==> src/rtl/alu_issue_ctrl.sv <==
`default_nettype none
// ============================================================================
// Module : alu_issue_ctrl
// Issue/writeback controller for the 19-bit ALU with an internal 8x19 regfile.
// Build option ALU_ISSUE_R0_ZERO_EN: register 0 reads as zero, writes dropped.
// Rev    : 1.0  initial release
// ============================================================================
module alu_issue_ctrl #(
   parameter int WIDTH       = 19,
   parameter int ALU_LATENCY = 1
) (
   input  logic             clk,
   input  logic             rst,
   input  logic             instr_valid,
   input  logic [WIDTH-1:0] instr,
   output logic             instr_ready,
   output logic [3:0]       alu_op,
   output logic [WIDTH-1:0] alu_a,
   output logic [WIDTH-1:0] alu_b,
   input  logic [WIDTH-1:0] alu_result,
   input  logic             alu_zero,
   output logic             done,
   output logic             zero_flag,
   output logic             illegal_op,
   output logic             div0,
   input  logic [2:0]       dbg_addr,
   output logic [WIDTH-1:0] dbg_data
);

   localparam logic [3:0] c_op_div   = 4'h3;
   localparam logic [3:0] c_op_inc   = 4'h4;
   localparam logic [3:0] c_op_dec   = 4'h5;
   localparam logic [3:0] c_op_not   = 4'h9;
   localparam logic [3:0] c_op_max   = 4'h9;
   localparam logic [3:0] c_lat_last = 4'(ALU_LATENCY - 1);

   typedef enum logic [1:0] {
      IDLE = 2'd0,
      READ = 2'd1,
      EXEC = 2'd2,
      WB   = 2'd3
   } state_t;

   state_t           r_state;
   logic [WIDTH-1:0] r_regs [8];
   logic [3:0]       r_op;
   logic [2:0]       r_rd;
   logic [2:0]       r_rs1;
   logic [2:0]       r_rs2;
   logic [3:0]       r_cnt;
   logic [WIDTH-1:0] r_result;
   logic             r_wr_en;
   logic             r_zero;

   logic [WIDTH-1:0] w_src_a;
   logic [WIDTH-1:0] w_src_b;
   logic             w_illegal;
   logic             w_unary;
   logic             w_div0;
   logic             w_rd_blocked;
   logic             w_unused;

   // Low instruction bits are reserved and deliberately ignored.
   assign w_unused = ^instr[WIDTH-14:0];

   always_comb begin
      w_src_a  = r_regs[r_rs1];
      w_src_b  = r_regs[r_rs2];
      dbg_data = r_regs[dbg_addr];
`ifdef ALU_ISSUE_R0_ZERO_EN
      if (r_rs1 == 3'd0) w_src_a = '0;
      if (r_rs2 == 3'd0) w_src_b = '0;
      if (dbg_addr == 3'd0) dbg_data = '0;
`endif
   end

`ifdef ALU_ISSUE_R0_ZERO_EN
   assign w_rd_blocked = (r_rd == 3'd0);
`else
   assign w_rd_blocked = 1'b0;
`endif

   assign w_illegal = (r_op > c_op_max);
   assign w_unary   = (r_op == c_op_inc) || (r_op == c_op_dec) || (r_op == c_op_not);
   assign w_div0    = (r_op == c_op_div) && (w_src_b == '0);

   always_ff @(posedge clk) begin
      if (rst) begin
         r_state     <= IDLE;
         instr_ready <= 1'b1;
         done        <= 1'b0;
         illegal_op  <= 1'b0;
         div0        <= 1'b0;
         zero_flag   <= 1'b0;
         alu_op      <= '0;
         alu_a       <= '0;
         alu_b       <= '0;
         r_op        <= '0;
         r_rd        <= '0;
         r_rs1       <= '0;
         r_rs2       <= '0;
         r_cnt       <= '0;
         r_result    <= '0;
         r_wr_en     <= 1'b0;
         r_zero      <= 1'b0;
         for (int i = 0; i < 8; i++) r_regs[i] <= '0;
      end else begin
         done       <= 1'b0;
         illegal_op <= 1'b0;
         div0       <= 1'b0;
         case (r_state)
            IDLE: begin
               if (instr_valid) begin
                  r_op        <= instr[WIDTH-1 -: 4];
                  r_rd        <= instr[WIDTH-5 -: 3];
                  r_rs1       <= instr[WIDTH-8 -: 3];
                  r_rs2       <= instr[WIDTH-11 -: 3];
                  instr_ready <= 1'b0;
                  r_state     <= READ;
               end
            end
            READ: begin
               if (w_illegal) begin
                  r_wr_en    <= 1'b0;
                  done       <= 1'b1;
                  illegal_op <= 1'b1;
                  r_state    <= WB;
               end else if (w_div0) begin
                  // Saturated quotient, ALU never sees this instruction.
                  r_wr_en  <= 1'b1;
                  r_result <= '1;
                  r_zero   <= 1'b0;
                  done     <= 1'b1;
                  div0     <= 1'b1;
                  r_state  <= WB;
               end else begin
                  alu_op  <= r_op;
                  alu_a   <= w_src_a;
                  alu_b   <= w_unary ? '0 : w_src_b;
                  r_cnt   <= c_lat_last;
                  r_state <= EXEC;
               end
            end
            EXEC: begin
               if (r_cnt == 4'd0) begin
                  r_result <= alu_result;
                  r_zero   <= alu_zero;
                  r_wr_en  <= 1'b1;
                  done     <= 1'b1;
                  r_state  <= WB;
               end else begin
                  r_cnt <= r_cnt - 4'd1;
               end
            end
            WB: begin
               if (r_wr_en) begin
                  zero_flag <= r_zero;
                  if (!w_rd_blocked) r_regs[r_rd] <= r_result;
               end
               instr_ready <= 1'b1;
               r_state     <= IDLE;
            end
            default: begin
               instr_ready <= 1'b1;
               r_state     <= IDLE;
            end
         endcase
      end
   end

endmodule
`default_nettype wire

==> config.mk <==
export PLATFORM = sky130hd
export DESIGN_NAME = alu_issue_ctrl
export DESIGN_NICKNAME = d
export VERILOG_FILES = /design/src/rtl/alu_issue_ctrl.sv
export SDC_FILE = /design/constraint.sdc
export NUM_CORES = 1
export LEC_CHECK = 0
export CORE_MARGIN = 2
export CORE_UTILIZATION = 50
export CTS_BUF_LIST = sky130_fd_sc_hd__clkbuf_16
export CTS_CLUSTER_DIAMETER = 150
export DETAILED_ROUTE_END_ITERATION = 8
export MAX_ROUTING_LAYER = met4
export PLACE_DENSITY = 0.71
export SLEW_MARGIN = 30
export SYNTH_ARGS = -nofsm -noshare
export SYNTH_HDL_FRONTEND = slang
export SYNTH_SLANG_ARGS = --single-unit
==> constraint.sdc <==
create_clock -name clk -period 7.8 [get_ports clk]
set_clock_uncertainty 0.2 [all_clocks]
set_input_delay 0.78 -clock clk [delete_from_list [all_inputs] [get_ports clk]]
set_output_delay 0.78 -clock clk [all_outputs]
set_load 0.01 [all_outputs]
* After elaboration in Yosys (flattened, before gate mapping) *
Memory sizes are Yosys's and may differ from the RTL's. A register that Yosys moved wholly into a read port is not among the register bits.
Cells that the tools add are included.

operators by class
  $add $sub $neg = 1
  magnitude comparators = 1
  equality and inequality tests = 14
  muxes and demuxes = 40
  bitwise operators = 3
  reduce and logical (&&, ||, !) cells = 19

operators by type and width
  cell                 count
  $mux 19              5
  $pmux 19 s2          1
  $mux 1               20
  $logic_not 19->1     1
  $reduce_or 19->1     1
  $mux 4               3
  $ne 2x2->1 const B   6
  $mux 3               3
  $eq 4x3->1 const B   2
  $pmux 1 s2           4
  $pmux 2 s4           1
  $pmux 4 s2           1
  $reduce_and 2->1     4
  $reduce_and 4->1     2
  $reduce_and 3->1     2
  $eq 2x2->1 const B   2
  $eq 4x2->1 const B   1
  $eq 4x4->1 const B   1
  $gt 4x4->1 const B   1
  $logic_not 4->1      1
  $mux 2               2
  $reduce_bool 2->1    2
  $sub 4x1->4 const B  1
  $ne 3x3->1 const B   1
  7 further kinds      10

storage, ports and cells
  register bits = 68
  memory bits (writable) = 152
  input port bits = 45
  output and inout port bits = 66
  logic and storage cells = 95
  memories kept = 1

memory list
  memory  depth  bits a word  read ports  clocked after Yosys merged registers in  wr ports  RTL line  source
  r_regs  8      19           3           2                                        8         45        logic [WIDTH-1:0] r_regs [8];

* Depth between registers and ports, before layout *
  depth in word-level cells = 6
  gate-level depth with buffers = 12

* Least setup slack after synthesis *
No wires, ideal clock.

  kind = input port to output port
  start point = input port dbg_addr[0]
  end point = output port dbg_data[0]
  arrival = 2669 ps
  required time = 6820 ps
  slack = 4151 ps
  stages on the path = 4
  path buffers = 2
  cell sequence = clkbuf_1 > buf_1 > mux4_2 > mux2_2

between the ends
  longest elaborated chain between the ends = 1

RTL lines
  element          RTL line  source
  start, declared  26        input logic [2:0] dbg_addr,
  $mem_v2 8x19     n/a
  end, declared    27        output logic [WIDTH-1:0] dbg_data

Every way passes these cells.

==> key figures <==
Synth
  • Share of the synthesized area in the top cell type: between 30% and 40%
  • Yosys top cell by area: edfxtp_1
  • Register bit total from synthesis: 242
  • Synth top cells by count: and2_1, edfxtp_1, mux4_2
  • Mapped Area: roughly 0.013 mm²
  • Ys Warns: 0
  • Post-Synthesis Cells: approximately 940
  • Count leader, synth: and2_1
  • Main flop type after synthesis: edfxtp_1
  • Yosys cell types: slightly above 50
  • Synth top area cells: edfxtp_1, mux4_2, dfxtp_1, and2_1, mux2i_1
  • Syn_area_per_cell: 13.5 µm²
  • Post-synth EDFFs: about 150
  • Sequential element share of the synthesized area: a little over 50%
  • Async set-or-reset flop fraction in the synthesized netlist: 0%
  • Post-synthesis net count: around 1000

STA
  • Slew @ Worst Pin: between 900 and 1000 ps
  • Min cycle time layout: approximately 4800 ps
  • Fmax: 210 MHz
  • Max-Slew Margin vs Limit: 34.6%
  • Setup Viol. Count Final: 0
  • Hold Vio Cnt, Final: 0
  • Slew Limit Fails: 0
  • Setup_tns: 0 ps
  • RSZ-0062 raised after global routing: false
  • Fin Hold WS: between 200 and 300 ps
  • Final setup margin: approximately 3000 ps
  • Fin crit share: 60.9%

GRT
  • Vias in the first global route: about 8400
  • Largest net degree at the start of global routing: 75
  • Antenna violations before repair: 0
  • Overall routing resource usage: 26.8%
  • First-pass GRT wire length: about 51 mm
  • Total congestion overflow: 0

Pwr
  • Pwr Density: around 250 mW/mm²
  • P_leak: a little over 5 nW
  • Maximum vdd drop: roughly 150 µV
  • Final Total Pwr: about 3.7 mW

Placed design
  • PortBufs: 104
  • Dpl cell area: between 0.01 and 0.015 mm²
  • Placer Congestion: 0.840
  • DP HPWL: around 21 mm
  • Pre-CTS setup slack: 3080 ps

CTS
  • Worst-Skew Late Latency: about 540 ps
  • Post-CTS Hold Fix Bufs: 0
  • Clk root buf: clkbuf_16
  • Num CTS Buffers: 25
  • Clock tree buffer depth: 3
  • Post-CTS Resized: 0
  • CTS tree: built
  • Clock slew at reported path FFs: approximately 60 ps
  • CTS H-tree depth: 1
  • Setup bufs post-CTS: 0
  • CTS Sinks: ~240

Layout
  • Layout Nets: 1066
  • Final Cell Area: around 0.015 mm²
  • Ant diodes: 0
  • Area growth syn-to-layout: 17.0%
  • Sequential cell area: 0.00637 mm²
  • Layout cell share with drive strength beyond 1: between 20 and 25%
  • Multi-input logic area: roughly 0.0060 mm²
  • Fillers: 1990

Detailed routing
  • DRT Wirelength: roughly 34 mm
  • Avg WL per Cell: approximately 25 µm
  • Vias per cell: about 6.2
  • DRT Pass-1 Iters: 5
  • Post-route DRC: 0
  • Number of DRC markers in iteration 0: 971
  • Antenna-violating nets left: 0
  • Vias: roughly 8500

Worst setup path
  • CP endpoint kind: register
  • Worst path arrival time: 4980 ps
  • Crit path kind: reg -> reg
  • Crit-path most repeated cell: buf_4
  • Critical path fanouts, max: 65
  • CP max-delay cell: dfxtp_2
  • Req. time, crit path: 8030 ps
  • Cells along the critical path: buf_4, mux4_2, mux2i_1, nand4_1, or3_1, o311ai_4, buf_4, nor3_1, a31o_1
  • Critical path's largest stage delay: roughly 750 ps
  • CP startpoint kind: register

Floorplan
  • Die area: ~0.027 mm²
  • Die W: around 160 µm
  • # rows: 58
  • Die Ht: about 160 µm
  • Core outline area: 0.0250 mm²
  • Initial core utilization: slightly above 50%
  • Io pins: roughly 110

Worst hold path
  • Hold Crit Class: reg -> reg
  • Hold_sp: r_rs2[2]

Status
  • Status: finished, final reports clean

Job
  • Max Cap Viol: 0
-- kinds of logic (layout without fill, tap and decap cells) --
logic type                 after synthesis  count (layout)  share of synthesized area (%)
DFF                                    242             242                           50.4
and+or+nand+nor                        298             298                           13.2
muxes                                  186             186                           25.6
buffers and inverters                   85             182                           2.91
AOI/OAI and AO/OA                      120             120                           7.31
adders and majority gates                6               6                          0.594
-- final timing paths --
check / to / cells after the start / slack, ps
min: register / 2 / 260
max reg2reg: alu_a[14] / 9 / 3050
max: alu_a[14] / 9 / 3050
min reg2reg: register / 2 / 260
-- layout make-up --
class                      instances  share of cell area, %
clock buffer                      26                   4.40
clock inverter                    20                  0.922
inverter                          14                  0.355
multi-input combinational        610                   40.6
sequential                       242                   43.1
tap                              330                   2.79
timing repair buffer             122                   7.87
-- through the flow --
step           utilization [%]  std cells
3_3_place_gp              56.0       1318
6_report                  59.2       1364
2_1_floorplan                -        937
5_1_grt                   59.2       1364
3_5_place_dp              56.1       1318
4_1_cts                   59.2       1364
-- state kept, by name (all words and copies together) (netlist names), named ones only --
signal	cells
div0	1
r_rs1	3
instr_ready	1
illegal_op	1
r_cnt	4
r_regs	152
r_result	19
r_state	2
alu_a	19
alu_b	19
done	1
r_rd	3
zero_flag	1
r_op	4
r_zero	1
r_rs2	3
r_wr_en	1
alu_op	4
-- metal layers --
layer / track usage (%) / up-vias / routed length [µm]
met3: 3.62 / 66 / 2330
met5: - / - / 0
met1: 35.0 / 4273 / 14300
met2: 44.0 / 354 / 16600
met4: 8.05 / 0 / 792
li1: - / 3799 / -
-- layout by cell type (no fill, tap or decap), types with 3 or more instances in the layout --
master,n
nand3_1,34
ha_1,6
edfxtp_1,152
and2_1,154
nand4_1,5
nor2_4,5
inv_1,14
inv_2,4
nor2_1,12
a31o_1,19
and3_1,3
buf_4,19
nand2_1,43
clkdlybuf4s50_1,101
o21ai_1,3
o22ai_1,3
or3_1,4
clkinv_1,3
mux2i_1,58
dfxtp_2,3
nand2b_1,5
o31ai_1,20
o21ai_0,6
clkbuf_16,26
mux2_2,19
a21oi_1,27
mux4_2,108
o221a_1,19
o21ai_2,5
nor3_1,22
clkinvlp_4,4
dfxtp_1,87
clkinv_2,4
-- power by group --
part | internal [mW] | switching [mW]
Sequential | 1.50 | 0.182
Combinational | 0.413 | 0.479
Clock | 0.641 | 0.515
Total | 2.55 | 1.18
-- worst max-delay path, delay by kind of cell (launching register included) --
kind,cells,cell delay [ps]
muxes,2,870
AOI/OAI and AO/OA,2,940
and+or+nand+nor,3,680
buffers and inverters,2,1180
DFF,1,750
No activity file was read; power rests on OpenSTA's default activity.
